File: config.mk
export PLATFORM = sky130hd
export DESIGN_NAME = logic_op_sequencer
export DESIGN_NICKNAME = d
export VERILOG_FILES = /design/src/rtl/logic_op_sequencer.sv
export SDC_FILE = /design/constraint.sdc
export NUM_CORES = 1
export LEC_CHECK = 0
export ABC_AREA = 1
export BUFFER_PORTS_ARGS = -buffer_cell sky130_fd_sc_hd__clkbuf_2
export CORE_MARGIN = 2
export CORE_UTILIZATION = 41
export CTS_BUF_LIST = sky130_fd_sc_hd__clkbuf_2
export DETAILED_ROUTE_END_ITERATION = 10
export GPL_ROUTABILITY_DRIVEN = 1
export MAX_ROUTING_LAYER = met4
export PLACE_DENSITY = 0.67
export REMOVE_ABC_BUFFERS = 1
export SLEW_MARGIN = 20
export SYNTH_ARGS = -nofsm -noshare
export SYNTH_HDL_FRONTEND = slang
export SYNTH_SLANG_ARGS = --single-unit
File: constraint.sdc
create_clock -name clock -period 1.7 [get_ports clock]
set_input_delay 0.085 -clock clock [delete_from_list [all_inputs] [get_ports clock]]
set_output_delay 0.085 -clock clock [all_outputs]
set_load 0.005 [all_outputs]
File: src/rtl/logic_op_sequencer.sv
// ============================================================================
// logic_op_sequencer : fetch/decode/execute control for and/or/andi/ori/neg/not
// Revision: 1.0
// ============================================================================
`default_nettype none

module logic_op_sequencer #(
    parameter logic [4:0]  OPC_AND    = 5'b00101,
    parameter logic [4:0]  OPC_OR     = 5'b00110,
    parameter logic [4:0]  OPC_ANDI   = 5'b01100,
    parameter logic [4:0]  OPC_ORI    = 5'b01101,
    parameter logic [4:0]  OPC_NEG    = 5'b10001,
    parameter logic [4:0]  OPC_NOT    = 5'b10010,
    parameter int unsigned WAIT_LIMIT = 16
) (
    input  logic       clock,
    input  logic       clear,
    input  logic       run,
    input  logic       mem_ready,
    input  logic [4:0] opcode,
    output logic       pc_out,
    output logic       mar_in,
    output logic       inc_pc,
    output logic       z_in,
    output logic       zlo_out,
    output logic       pc_in,
    output logic       mem_read,
    output logic       mdr_in,
    output logic       mdr_out,
    output logic       ir_in,
    output logic       gra,
    output logic       grb,
    output logic       grc,
    output logic       r_out,
    output logic       r_in,
    output logic       y_in,
    output logic       c_out,
    output logic       alu_and,
    output logic       alu_or,
    output logic       alu_neg,
    output logic       alu_not,
    output logic       busy,
    output logic       illegal
);

    localparam logic [3:0] S_IDLE  = 4'd0;
    localparam logic [3:0] S_T0    = 4'd1;
    localparam logic [3:0] S_T1    = 4'd2;
    localparam logic [3:0] S_T2    = 4'd3;
    localparam logic [3:0] S_DEC   = 4'd4;
    localparam logic [3:0] S_T3    = 4'd5;
    localparam logic [3:0] S_T4    = 4'd6;
    localparam logic [3:0] S_T5    = 4'd7;
    localparam logic [3:0] S_FAULT = 4'd8;

    localparam logic [2:0] OP_NONE = 3'd0;
    localparam logic [2:0] OP_AND3 = 3'd1;
    localparam logic [2:0] OP_OR3  = 3'd2;
    localparam logic [2:0] OP_ANDI = 3'd3;
    localparam logic [2:0] OP_ORI  = 3'd4;
    localparam logic [2:0] OP_NEG  = 3'd5;
    localparam logic [2:0] OP_NOT  = 3'd6;

    // A limit beyond what the saturating 5-bit counter can reach never fires.
    localparam bit         LIMIT_ON = (WAIT_LIMIT != 0) && (WAIT_LIMIT <= 32);
    localparam logic [5:0] LIMIT6   = 6'(WAIT_LIMIT);
    localparam logic [4:0] WCNT_MAX = 5'd31;

    logic [3:0] state_q, state_d;
    logic [2:0] op_q, op_d;
    logic [4:0] wcnt_q, wcnt_d;

    logic [2:0] dec_op;
    logic [5:0] wcnt_inc;
    logic       timeout;
    logic       op_unary;
    logic       op_imm;
    logic       sel_and;
    logic       sel_or;

    always_comb begin
        dec_op = OP_NONE;
        case (opcode)
            OPC_AND:  dec_op = OP_AND3;
            OPC_OR:   dec_op = OP_OR3;
            OPC_ANDI: dec_op = OP_ANDI;
            OPC_ORI:  dec_op = OP_ORI;
            OPC_NEG:  dec_op = OP_NEG;
            OPC_NOT:  dec_op = OP_NOT;
            default:  dec_op = OP_NONE;
        endcase
    end

    assign wcnt_inc = {1'b0, wcnt_q} + 6'd1;
    assign timeout  = LIMIT_ON && !mem_ready && (wcnt_inc == LIMIT6);

    assign op_unary = (op_q == OP_NEG) || (op_q == OP_NOT);
    assign op_imm   = (op_q == OP_ANDI) || (op_q == OP_ORI);
    assign sel_and  = (op_q == OP_AND3) || (op_q == OP_ANDI);
    assign sel_or   = (op_q == OP_OR3) || (op_q == OP_ORI);

    // State, op class and wait counter registers
    always_ff @(posedge clock) begin
        if (clear) begin
            state_q <= S_IDLE;
            op_q    <= OP_NONE;
            wcnt_q  <= 5'd0;
        end else begin
            state_q <= state_d;
            op_q    <= op_d;
            wcnt_q  <= wcnt_d;
        end
    end

    always_comb begin
        state_d = state_q;
        op_d    = op_q;
        wcnt_d  = wcnt_q;
        case (state_q)
            S_IDLE: begin
                if (run) state_d = S_T0;
            end
            S_T0: begin
                state_d = S_T1;
                wcnt_d  = 5'd0;
            end
            S_T1: begin
                if (mem_ready) begin
                    state_d = S_T2;
                end else begin
                    if (wcnt_q != WCNT_MAX) wcnt_d = wcnt_q + 5'd1;
                    if (timeout) state_d = S_FAULT;
                end
            end
            S_T2: state_d = S_DEC;
            S_DEC: begin
                op_d    = dec_op;
                state_d = (dec_op == OP_NONE) ? S_FAULT : S_T3;
            end
            S_T3: state_d = S_T4;
            S_T4: begin
                if (op_unary) state_d = run ? S_T0 : S_IDLE;
                else          state_d = S_T5;
            end
            S_T5:    state_d = run ? S_T0 : S_IDLE;
            S_FAULT: state_d = S_FAULT;
            default: state_d = S_IDLE;
        endcase
    end

    // Moore outputs: only state, op class and the first-T1 marker (wcnt_q==0)
    always_comb begin
        pc_out   = 1'b0;
        mar_in   = 1'b0;
        inc_pc   = 1'b0;
        z_in     = 1'b0;
        zlo_out  = 1'b0;
        pc_in    = 1'b0;
        mem_read = 1'b0;
        mdr_in   = 1'b0;
        mdr_out  = 1'b0;
        ir_in    = 1'b0;
        gra      = 1'b0;
        grb      = 1'b0;
        grc      = 1'b0;
        r_out    = 1'b0;
        r_in     = 1'b0;
        y_in     = 1'b0;
        c_out    = 1'b0;
        alu_and  = 1'b0;
        alu_or   = 1'b0;
        alu_neg  = 1'b0;
        alu_not  = 1'b0;
        busy     = 1'b0;
        illegal  = 1'b0;
        case (state_q)
            S_T0: begin
                busy   = 1'b1;
                pc_out = 1'b1;
                mar_in = 1'b1;
                inc_pc = 1'b1;
                z_in   = 1'b1;
            end
            S_T1: begin
                busy     = 1'b1;
                zlo_out  = 1'b1;
                pc_in    = (wcnt_q == 5'd0);
                mem_read = 1'b1;
                mdr_in   = 1'b1;
            end
            S_T2: begin
                busy    = 1'b1;
                mdr_out = 1'b1;
                ir_in   = 1'b1;
            end
            S_DEC: busy = 1'b1;
            S_T3: begin
                busy  = 1'b1;
                grb   = 1'b1;
                r_out = 1'b1;
                if (op_unary) begin
                    z_in    = 1'b1;
                    alu_neg = (op_q == OP_NEG);
                    alu_not = (op_q == OP_NOT);
                end else begin
                    y_in = 1'b1;
                end
            end
            S_T4: begin
                busy = 1'b1;
                if (op_unary) begin
                    zlo_out = 1'b1;
                    gra     = 1'b1;
                    r_in    = 1'b1;
                end else begin
                    z_in    = 1'b1;
                    alu_and = sel_and;
                    alu_or  = sel_or;
                    if (op_imm) begin
                        c_out = 1'b1;
                    end else begin
                        grc   = 1'b1;
                        r_out = 1'b1;
                    end
                end
            end
            S_T5: begin
                busy    = 1'b1;
                zlo_out = 1'b1;
                gra     = 1'b1;
                r_in    = 1'b1;
            end
            S_FAULT: illegal = 1'b1;
            default: ;
        endcase
    end

endmodule

`default_nettype wire

==> impl_metrics.yaml, run 1 <==
placed_design:
  quantity_of_i_o_buffers_inserted_on_ports: 31
  gp_congestion: 0.809
  dp_hpwl_um: 1800
  dp_cells: 215
power:
  p_int_w: 0.000602
  leakage_nw: 0.631
  p_sw_w: 0.000553
  power_density_nw_per_um2: 983
  seqPwrFrac_pct: 32.9
  comb_power_share_pct: 54.4
  switching_share_pct: 47.9
  p_clk_share_pct: 12.7
  vdd_ir_drop_max_uv: 486
  power_w: 0.00115
timing:
  timing_max_transition_violations_final: 0
  worst_slew_pin_slew_ns: 0.365
  finClkSkew_ns: 0.0175
  report.final.hold_viol_count: 0
  maxSlewHeadroom_pct: 75.6
  fin_crit_ns: 1.62
  achievable-frequency_mhz: 617
  timing.final.crit_share_pct: 95.4
  finalSetupViolCount: 0
floorplanning:
  die_width_um: 53.1
  ioPinCount: 32
  core_area_um2: 2250
  initial_utilization_pct: 43.8
  floorplan.die_area_um2: 2820
  num_rows: 17
  dieHeight_um: 53.1
cells_and_area:
  final_nets: 205
  nFillCells: 237
  final_layout_size_suffix_gt1_share_pct: 27.6
  final_cell_count_no_fill: 220
  area_delta_synth_final_pct: 19.0
  antenna_cells_inserted: 0
critical_path:
  cp_class: "flip-flop to flip-flop"
  critPathRequiredTime_ns: 1.92
  worst_ep_arrival_time_ns: 1.84
  rrSetupSlack_ns: 0.08
  ordered_cell_list_for_the_critical_path: "ha_1 -> nand2_1 -> nor2_1 -> ha_1 -> nand2_1 -> a21oi_2 -> nand2_1 -> a21oi_2 -> nand2_1 -> nor2_1"
  timing.critical_path.mode_cell: "nand2_1"
  endpoint_kind: "flip-flop"
  crit_slowest_cell: "dfxtp_2"
  crit_path_max_incr_delay_ns: 0.36
  timing.critical_path.fanout_max: 4
  setup.worst_path.end: "state_q[0]$_SDFFE_PP0P_"
  crit-reg2reg-capture: "state_q[0]$_SDFFE_PP0P_"
  crit_start: "wcnt_q[0]$_SDFFE_PP0P_"
  timing.critical_path.from_type: "flip-flop"
  critical_path.reg2reg.startpoint: "wcnt_q[0]$_SDFFE_PP0P_"
  worstRegToRegCells: 10
logic_synthesis:
  cell_area_after_synthesis_um2: 987
  synth.ff_latch_count: 12
  seq_area_frac_synth_pct: 24.3
  postSynthAreaPerCell_um2: 6.06
  ys_warn_count: 0
  synthDistinctLibCells: 25
  postSynthCellCount: 163
clocking:
  skew_pair_late_insertion_delay_ns: 0.27
  clk_pin_slew_worst_paths_ns: 0.13
  cts_buffer_depth: 2
  numClockSinks: 12
  clock_h_tree_levels: 1
  holdBufCountCts: 0
  cts_tree: "built"
  clock_tree.root_cell: "clkbuf_2"
  cts-buffers-inserted: 3
flow_run:
  max_cap_violations: 0
run_status:
  outcome: "finished clean"
drt:
  detail_route.vias_per_cell: 4.95
  mean_routed_wirelength_per_cell_um: 10.1
  route.antenna.remaining_nets: 0
  via_count: 1089
  detailedRoute.firstPassIterationCount: 4
  post-route-drc-count: 0
  detail_route.iter0.violations: 19
  drt-total-wl_um: 2220
grt:
  track_usage_pct: 17.2
  maximum_number_of_pins_on_one_net_before_global_route_repair: 11
  overflow: 0
  vias_in_the_first_global_route: 916
  first_pass_grt_wire_length_um: 3560
  antenna_found_initial: 0
min_path:
  hold_class: "input pin to flip-flop"
[area by class of cell]
cell class                 instances  area (um^2)  share of cell area [%]
multi-input combinational        114          603                    51.3
sequential                        12          243                    20.7
timing repair buffer              32          163                    13.8
inverter                          30          113                    9.58
tap                               28         35.0                    2.98
clock buffer                       3         15.0                    1.28
clock inverter                     1         3.75                   0.319
[power by group through the flow]
stage / Combinational [W] / Sequential, W / Clock (W)
after global routing: 0.000722 / 0.000385 / 0.000156
after floorplan: 0.000423 / 0.000373 / 0
final: 0.000628 / 0.000380 / 0.000146
after CTS: 0.000618 / 0.000377 / 0.000148
after global placement: 0.000612 / 0.000381 / 0
after detailed placement: 0.000615 / 0.000384 / 0
[worst min path at each step]
| stage | slack, ns | cells after the start | end | startpoint |
|---|---|---|---|---|
| after floorplan | 0.15 | 1 | state_q[1]$_SDFFE_PP0P_ | clear |
| after CTS | 0.11 | 2 | state_q[1]$_SDFFE_PP0P_ | clear |
| after global placement | 0.41 | 2 | state_q[2]$_SDFFE_PP0P_ | clear |
| final | 0.11 | 2 | wcnt_q[1]$_SDFFE_PP0P_ | clear |
| after detailed placement | 0.41 | 2 | state_q[1]$_SDFFE_PP0P_ | clear |
| after global routing | 0.11 | 2 | state_q[1]$_SDFFE_PP0P_ | clear |
[cell usage after synthesis]
cell	number	area [um^2]
buf_2	1	5.00
o21ai_1	1	5.00
nor3_1	6	30.0
o21ai_0	5	25.0
nor4_1	1	6.26
nand3_1	13	65.1
nand2_4	1	11.3
nand2_1	30	113
inv_1	25	93.8
nor2_1	25	93.8
ha_1	3	37.5
inv_2	5	18.8
a211oi_1	1	7.51
dfxtp_1	12	240
nand3_4	1	17.5
buf_1	1	3.75
nor2_4	1	11.3
xor2_1	1	8.76
o21ai_4	1	16.3
buf_4	5	37.5
nand3_2	2	20.0
nand4_1	2	12.5
o31ai_1	2	15.0
nor2_2	2	12.5
a21oi_1	16	80.1
[repair_timing]
action                     4_1_cts  5_1_grt
resized for setup                0        6
setup buffers                    0        1
setup endpoints to repair        0        5
[worst max-delay path: cells and delay by family, from the launching register on]
kind | cells | cell delay, ns
AOI/OAI and AO/OA | 2 | 0.27
adders and majority gates | 2 | 0.48
DFF | 1 | 0.36
and+or+nand+nor | 6 | 0.45
[flip-flops by register name, indices dropped and copies added, names as in the netlist]
| register | cells |
|---|---|
| op_q | 3 |
| state_q | 4 |
| wcnt_q | 5 |
[kinds of logic after synthesis]
family,count (synthesis),share of synthesized area [%]
buffers and inverters,37,16.1
XOR/XNOR,1,0.887
adder cells (fa/ha/maj),3,3.80
AND/OR/NAND/NOR,84,39.8
flip-flops,12,24.3
AO/OA/AOI/OAI,26,15.1
[metrics by stage]
step	worst slack, ns	area [um^2]	hold slack (ns)	setup TNS, ns	utilization (%)
after floorplan	0.237	941	0.154	0	-
after global placement	0.181	1130	0.407	0	50.2
after detailed placement	0.147	1130	0.408	0	50.2
after CTS	0.0405	1150	0.107	0	51.0
after global routing	-0.0214	1170	0.112	-0.0418	52.1
final	0.0789	1170	0.112	0	52.1
[layer usage]
layer  track usage, %  share of wire [%]  vias up
met2             28.1                 45       28
li1                 -                  -      577
met1             21.5                 50      480
met4             7.69                1.5        0
met5                -                  0        -
met3             1.69                3.5        4
[placed cells by master, fill, tap and decap left out, types with 2 or more instances in the layout]
| cell type | n |
|---|---|
| clkbuf_2 | 34 |
| nand2_1 | 30 |
| inv_1 | 25 |
| nor2_1 | 24 |
| a21oi_1 | 14 |
| nand3_1 | 13 |
| dfxtp_1 | 10 |
| nor3_1 | 6 |
| inv_2 | 5 |
| o21ai_0 | 5 |
| ha_1 | 3 |
| nand3_2 | 2 |
| nor2_4 | 2 |
| nor2_2 | 2 |
| nand4_1 | 2 |
| a21oi_2 | 2 |
| o31ai_1 | 2 |
| dfxtp_2 | 2 |
Power figures use the tool's default switching activity.
==> run 2, diff against run 1 <==
--- a/config.mk
+++ b/config.mk
@@ -6,14 +6,13 @@
 export NUM_CORES = 1
 export LEC_CHECK = 0
 export ABC_AREA = 1
-export BUFFER_PORTS_ARGS = -buffer_cell sky130_fd_sc_hd__clkbuf_2
 export CORE_MARGIN = 2
 export CORE_UTILIZATION = 41
 export CTS_BUF_LIST = sky130_fd_sc_hd__clkbuf_2
 export DETAILED_ROUTE_END_ITERATION = 10
+export DONT_BUFFER_PORTS = 1
 export GPL_ROUTABILITY_DRIVEN = 1
 export MAX_ROUTING_LAYER = met4
-export PLACE_DENSITY = 0.67
 export REMOVE_ABC_BUFFERS = 1
 export SLEW_MARGIN = 20
 export SYNTH_ARGS = -nofsm -noshare
==> constraint.sdc (replaced) <==
create_clock -name clock -period 1.4 [get_ports clock]
set_input_delay 0.07 -clock clock [delete_from_list [all_inputs] [get_ports clock]]
set_output_delay 0.07 -clock clock [all_outputs]
set_load 0.005 [all_outputs]
==> run 2 against run 1 <==
  * The flow now finishes with violations (negative hold slack, negative setup slack)
  * Total power grew 32%
  * Worst setup slack worse by 0.24 ns
  * First-iteration DRC count grew to 2.8 times the previous value
  * Sequential power up 22%
  * Wire length rose by 18%
  * Design area grew 12%
  * Count of clock-buffer cells in the layout stayed put
  * Hold slack lost 0.28 ns
  * Fmax increased by 4.2%
  * Critical path depth stayed put
  * Critical path type unchanged
==> impl_metrics.yaml, run 2 (synthesized netlist as in run 1, its figures left out) <==
drt:
  drt-total-wl_um: 2630
  via_count: 1068
  detailedRoute.firstPassIterationCount: 4
  post-route-drc-count: 0
  route.antenna.remaining_nets: 0
  mean_routed_wirelength_per_cell_um: 13.0
  detail_route.vias_per_cell: 5.29
  detail_route.iter0.violations: 53
cells_and_area:
  antenna_cells_inserted: 0
  area_delta_synth_final_pct: 32.8
  commonest_cells_after_routing_fill_and_taps_aside: "inv_1 (24), nand2_1 (24), nor2_1 (19), buf_4 (12), nand3_1 (11)"
  nFillCells: 224
  layout_top_registers: "wcnt_q (5), state_q (4), op_q (3)"
  final_nets: 187
  largest_register_ffs: 5
  ff_latch_area_um2: 251
  final_cell_count_no_fill: 202
  largest_register_by_flop_count: "wcnt_q"
  final_layout_size_suffix_gt1_share_pct: 40.8
  combined_area_of_the_multi_input_logic_cells_um2: 779
critical_path:
  critPathRequiredTime_ns: 1.60
  rrSetupSlack_ns: -0.16
  timing.critical_path.fanout_max: 2
  worstRegToRegCells: 10
  critical_path.reg2reg.startpoint: "wcnt_q[1]$_SDFFE_PP0P_"
  crit-reg2reg-capture: "state_q[3]$_SDFFE_PP0P_"
  cp_class: "flip-flop to flip-flop"
  crit_path_max_incr_delay_ns: 0.36
  worst_ep_arrival_time_ns: 1.76
  endpoint_kind: "flip-flop"
  cp.buffers_inverters: 0
  timing.critical_path.from_type: "flip-flop"
  ordered_cell_list_for_the_critical_path: "ha_4 -> nand2_4 -> nor2_4 -> ha_4 -> nand2_2 -> a21oi_2 -> nand2_1 -> a21oi_2 -> nand2_1 -> nor2_1"
  worst_path_dominant_cell_family: "adder cells"
  crit_slowest_cell: "dfxtp_2"
min_path:
  startpoint_of_the_most_critical_hold_path: "clear"
  min_delay_path_depth: 1
  hold_path_end: "state_q[1]$_SDFFE_PP0P_"
  hold_class: "input pin to flip-flop"
placed_design:
  gp_congestion: 0.894
  quantity_of_i_o_buffers_inserted_on_ports: 0
  dp_cells: 192
  detailedPlace.worstSlack_ns: -0.150
  dp_hpwl_um: 1820
floorplanning:
  core_area_um2: 2250
  die_width_um: 53.1
  ioPinCount: 32
  num_rows: 17
  floorplan.die_area_um2: 2820
  initial_utilization_pct: 43.8
  dieHeight_um: 53.1
timing:
  timing_max_transition_violations_final: 0
  worst_slew_pin_slew_ns: 0.330
  achievable-frequency_mhz: 643
  report.final.hold_viol_count: 9
  totalNegativeSetupSlack_ns: -0.328
  timing.final.crit_share_pct: 111
  finalSetupViolCount: 4
  post-route-worst-setup-slack_ns: -0.156
  grt_setup_unrepaired: "yes"
  maxSlewHeadroom_pct: 78.0
  finClkSkew_ns: 0.0135
  final.hold.worst_slack_ns: -0.171
  fin_crit_ns: 1.56
run_status:
  failed_checks: "negative hold slack, negative setup slack"
  outcome: "complete, but fails checks"
power:
  power_density_nw_per_um2: 1170
  leakage_nw: 0.576
  vdd_ir_drop_max_uv: 872
clocking:
  numClockSinks: 12
  cts-buffers-inserted: 3
  cts_tree: "built"
  holdBufCountCts: 1
  clock_h_tree_levels: 1
  clk_pin_slew_worst_paths_ns: 0.13
  cts_buffer_depth: 2
  clock_tree.root_cell: "clkbuf_2"
  skew_pair_late_insertion_delay_ns: 0.27
grt:
  maximum_number_of_pins_on_one_net_before_global_route_repair: 11
  vias_in_the_first_global_route: 934
  overflow: 0
  first_pass_grt_wire_length_um: 3950
  antenna_found_initial: 0
  track_usage_pct: 19.3
flow_run:
  max_cap_violations: 0
run 2: cell count changes in the layout (fill, tap and decap cells not counted), sizes merged:
cell	previous run	this run
clkbuf	34	3
dlygate4sd3	0	1
buf	1	13
run 2: power by group:
group	leakage (nW)	switching [W]	internal (W)	total [W]
Combinational	0.461	0.000575	0.000307	0.000882
Clock	0.0140	0.000121	0.0000621	0.000183
Sequential	0.101	0.0000698	0.000394	0.000464
run 2: what timing repair did:
item | CTS | global route
resized for setup | 14 | 43
pin swaps | 11 | 18
endpoints found under the hold margin | 12 | 9
endpoints found under the setup margin | 17 | 25
buffers inserted | 2 | 3
run 2: layout make-up:
class / instances / share of cell area [%]
Inverter: 30 / 8.78
Clock buffer: 3 / 1.15
Clock inverter: 1 / 0.286
Sequential cell: 12 / 19.2
Multi-Input combinational cell: 114 / 59.4
Timing Repair Buffer: 14 / 8.49
Tap cell: 28 / 2.67
run 2: how the worst max path moves through the flow:
stage                                 startpoint                       to  slack, ns  depth (start not counted)
after floorplan           wcnt_q[0]$_SDFFE_PP0P_  state_q[0]$_SDFFE_PP0P_      -0.06                         10
after global placement    wcnt_q[0]$_SDFFE_PP0P_  state_q[3]$_SDFFE_PP0P_      -0.11                         10
after detailed placement  wcnt_q[0]$_SDFFE_PP0P_  state_q[0]$_SDFFE_PP0P_      -0.15                         10
after CTS                 wcnt_q[1]$_SDFFE_PP0P_  state_q[3]$_SDFFE_PP0P_      -0.13                         10
after global routing      wcnt_q[0]$_SDFFE_PP0P_  state_q[0]$_SDFFE_PP0P_      -0.23                         11
final                     wcnt_q[1]$_SDFFE_PP0P_  state_q[3]$_SDFFE_PP0P_      -0.16                         10
run 2: per-stage QoR:
stage	power, W	utilization, %	hold WS [ns]	cell area [um^2]
2_1_floorplan	0.000966	-	0.139	941
3_3_place_gp	0.00116	45.9	0.141	1040
3_5_place_dp	0.00117	45.9	0.143	1040
4_1_cts	0.00139	49.9	-0.172	1120
5_1_grt	0.00167	58.2	-0.192	1310
6_report	0.00153	58.2	-0.171	1310
run 2: worst reg2reg max path: stages (launching register included):
cell,delay [ns]
dfxtp_2,0.36
ha_4,0.17
nand2_4,0.07
nor2_4,0.04
ha_4,0.26
nand2_2,0.06
a21oi_2,0.11
nand2_1,0.10
a21oi_2,0.17
nand2_1,0.07
nor2_1,0.08
run 2: per-layer routing:
layer,vias up,track usage (%),routed length [um]
li1,539,-,-
met1,486,25.3,1180
met2,38,29.0,1220
met3,5,4.24,192
met4,0,7.69,39
met5,-,-,0
==> run 3, diff against run 2 <==
==> constraint.sdc (replaced) <==
create_clock -name clock -period 1.4 [get_ports clock]
set_input_delay 0.28 -clock clock [delete_from_list [all_inputs] [get_ports clock]]
set_output_delay 0.28 -clock clock [all_outputs]
set_load 0.005 [all_outputs]
==> run 3 against run 2 <==
  * The run ends with negative setup slack left
  * Global-route usage rose by 1.7 points
  * Design area is 14% higher
  * Critical path depth down 4
  * Die area unchanged
  * Total power rose by 17%
  * Clock power barely moved
  * Non-clock buffer count increased by 15
  * Register-to-register slack better by 0.02 ns
  * Wire length grew 6.4%
  * Worst setup slack got worse by 0.036 ns
==> impl_metrics.yaml, run 3 (synthesized netlist as in run 1, its figures left out) <==
grt:
  vias_in_the_first_global_route: 1042
  antenna_found_initial: 0
  first_pass_grt_wire_length_um: 4290
  overflow: 0
  maximum_number_of_pins_on_one_net_before_global_route_repair: 11
  track_usage_pct: 21.1
placed_design:
  gp_congestion: 0.858
  dp_hpwl_um: 1840
  quantity_of_i_o_buffers_inserted_on_ports: 0
  detailedPlace.worstSlack_ns: -0.133
  post_dp_cell_area_um2: 1040
timing:
  grt_setup_unrepaired: "yes"
  post-route-worst-setup-slack_ns: -0.192
  finalSetupViolCount: 18
  worst_slew_pin_slew_ns: 0.248
  achievable-frequency_mhz: 628
  maxSlewHeadroom_pct: 83.5
  fin_crit_ns: 1.59
  timing_max_transition_violations_final: 0
  report.final.hold_viol_count: 0
  timing.final.crit_share_pct: 114
  finClkSkew_ns: 0.0167
floorplanning:
  core_area_um2: 2250
  ioPinCount: 32
  num_rows: 17
  initial_utilization_pct: 43.8
  floorplan.die_area_um2: 2820
  die_width_um: 53.1
  dieHeight_um: 53.1
power:
  seqPwrFrac_pct: 27.5
  switching_share_pct: 48.0
  leakage_nw: 0.653
  p_int_w: 0.000926
  vdd_ir_drop_max_uv: 1090
  p_clk_share_pct: 10.3
  p_sw_w: 0.000856
  comb_power_share_pct: 62.3
  power_density_nw_per_um2: 1200
critical_path:
  rrSetupSlack_ns: -0.14
  critical_path.reg2reg.startpoint: "wcnt_q[1]$_SDFFE_PP0P_"
  crit-reg2reg-capture: "state_q[3]$_SDFFE_PP0P_"
  timing.critical_path.fanout_max: 4
  critPathRequiredTime_ns: 1.12
  timing.critical_path.from_type: "flip-flop"
  worst_ep_arrival_time_ns: 1.31
  cp_class: "flip-flop to output port"
  endpoint_kind: "output port"
  worstRegToRegCells: 11
drt:
  post-route-drc-count: 0
  detailedRoute.firstPassIterationCount: 4
  detail_route.iter0.violations: 30
  detail_route.vias_per_cell: 5.12
  drt-total-wl_um: 2800
  route.antenna.remaining_nets: 0
  mean_routed_wirelength_per_cell_um: 12.9
  top_layer_used: "met4"
  met1Wirelength_um: 1180
  via_count: 1111
  met2_routed_length_um: 1410
  detailroute.wirelength.met3_um: 176
clocking:
  clock_h_tree_levels: 1
  cts_tree: "built"
  clock_tree.root_cell: "clkbuf_2"
  cts-buffers-inserted: 3
  skew_pair_late_insertion_delay_ns: 0.28
  clk_pin_slew_worst_paths_ns: 0.13
  cts_buffer_depth: 2
  numClockSinks: 12
cells_and_area:
  nFillCells: 188
  layout_top_registers: "wcnt_q (5), state_q (4), op_q (3)"
  final_nets: 202
  area_delta_synth_final_pct: 50.8
  design_area_um2: 1490
  commonest_cells_after_routing_fill_and_taps_aside: "buf_4 (26), nand2_1 (23), nor2_1 (19), inv_1 (14), a21oi_1 (11)"
  combined_area_of_the_multi_input_logic_cells_um2: 806
  mostFrequentLayoutCell: "buf_4"
  largest_register_by_flop_count: "wcnt_q"
  ff_latch_area_um2: 262
  final_layout_size_suffix_gt1_share_pct: 50.8
  largest_register_ffs: 5
  antenna_cells_inserted: 0
min_path:
  hold_class: "input pin to flip-flop"
  min_delay_path_depth: 1
  startpoint_of_the_most_critical_hold_path: "clear"
  hold_path_end: "wcnt_q[1]$_SDFFE_PP0P_"
run_status:
  failed_checks: "negative setup slack"
  outcome: "complete, but fails checks"
flow_run:
  max_cap_violations: 0
run 3: cell count changes in the layout (fill, tap and decap cells not counted), sizes merged:
cell         delta
dlygate4sd3     -1
clkinvlp        +1
buf            +16
inv             -1
run 3: timing repair:
| action | in CTS | in global routing |
|---|---|---|
| hold buffers | 0 | 0 |
| setup endpoints to repair | 29 | 31 |
| gates resized for setup | 62 | 24 |
| buffers inserted | 10 | 10 |
| pin swaps | 14 | 12 |
run 3: worst max-delay path by stage:
stage               cells past startpoint                     from  slack (ns)                      end
global route                            6  state_q[3]$_SDFFE_PP0P_       -0.22                   alu_or
CTS                                    10   wcnt_q[0]$_SDFFE_PP0P_       -0.12  state_q[3]$_SDFFE_PP0P_
global placement                       10   wcnt_q[0]$_SDFFE_PP0P_       -0.10  state_q[0]$_SDFFE_PP0P_
floorplan                              10   wcnt_q[0]$_SDFFE_PP0P_       -0.06  state_q[0]$_SDFFE_PP0P_
detailed placement                     10   wcnt_q[0]$_SDFFE_PP0P_       -0.13  state_q[0]$_SDFFE_PP0P_
finish                                  6  state_q[3]$_SDFFE_PP0P_       -0.19                   alu_or
run 3: power groups by stage:
stage	combinational, W	sequential, W	clock, W
3_3_place_gp	0.000698	0.000449	0
6_report	0.00111	0.000489	0.000183
2_1_floorplan	0.000514	0.000453	0
4_1_cts	0.000969	0.000478	0.000185
3_5_place_dp	0.000709	0.000452	0
5_1_grt	0.00122	0.000496	0.000202
run 3: area by class of cell:
| cell class | count | area share (%) |
|---|---|---|
| Clock buffer | 3 | 1.01 |
| Timing Repair Buffer | 29 | 15.4 |
| Multi-Input combinational cell | 114 | 54.1 |
| Inverter | 30 | 9.33 |
| Tap cell | 28 | 2.35 |
| Sequential cell | 12 | 17.6 |
| Clock inverter | 1 | 0.252 |
run 3: per-layer routing:
layer	up-vias	global-route usage, %
li1	572	-
met3	6	4.24
met4	0	8.55
met1	500	25.3
met5	-	-
met2	33	34.6
run 3: worst max-delay path, stage by stage (launching register included):
cell	delay, ns
dfxtp_4	0.38
inv_4	0.06
nand2_4	0.05
inv_4	0.07
nand3_4	0.10
buf_4	0.16
a211oi_2	0.21
run 3: per-stage QoR:
step / power (W) / utilization [%] / cells / hold WS, ns / TNS, ns
final: 0.00178 / 66.0 / 217 / 0.0296 / -1.70
after global routing: 0.00192 / 66.0 / 217 / 0.00846 / -3.24
after CTS: 0.00163 / 58.8 / 207 / 0.0336 / -0.984
after detailed placement: 0.00116 / 46.3 / 193 / 0.352 / -0.516
after global placement: 0.00115 / 46.3 / 193 / 0.351 / -0.356
after floorplan: 0.000966 / - / 156 / 0.349 / -0.129
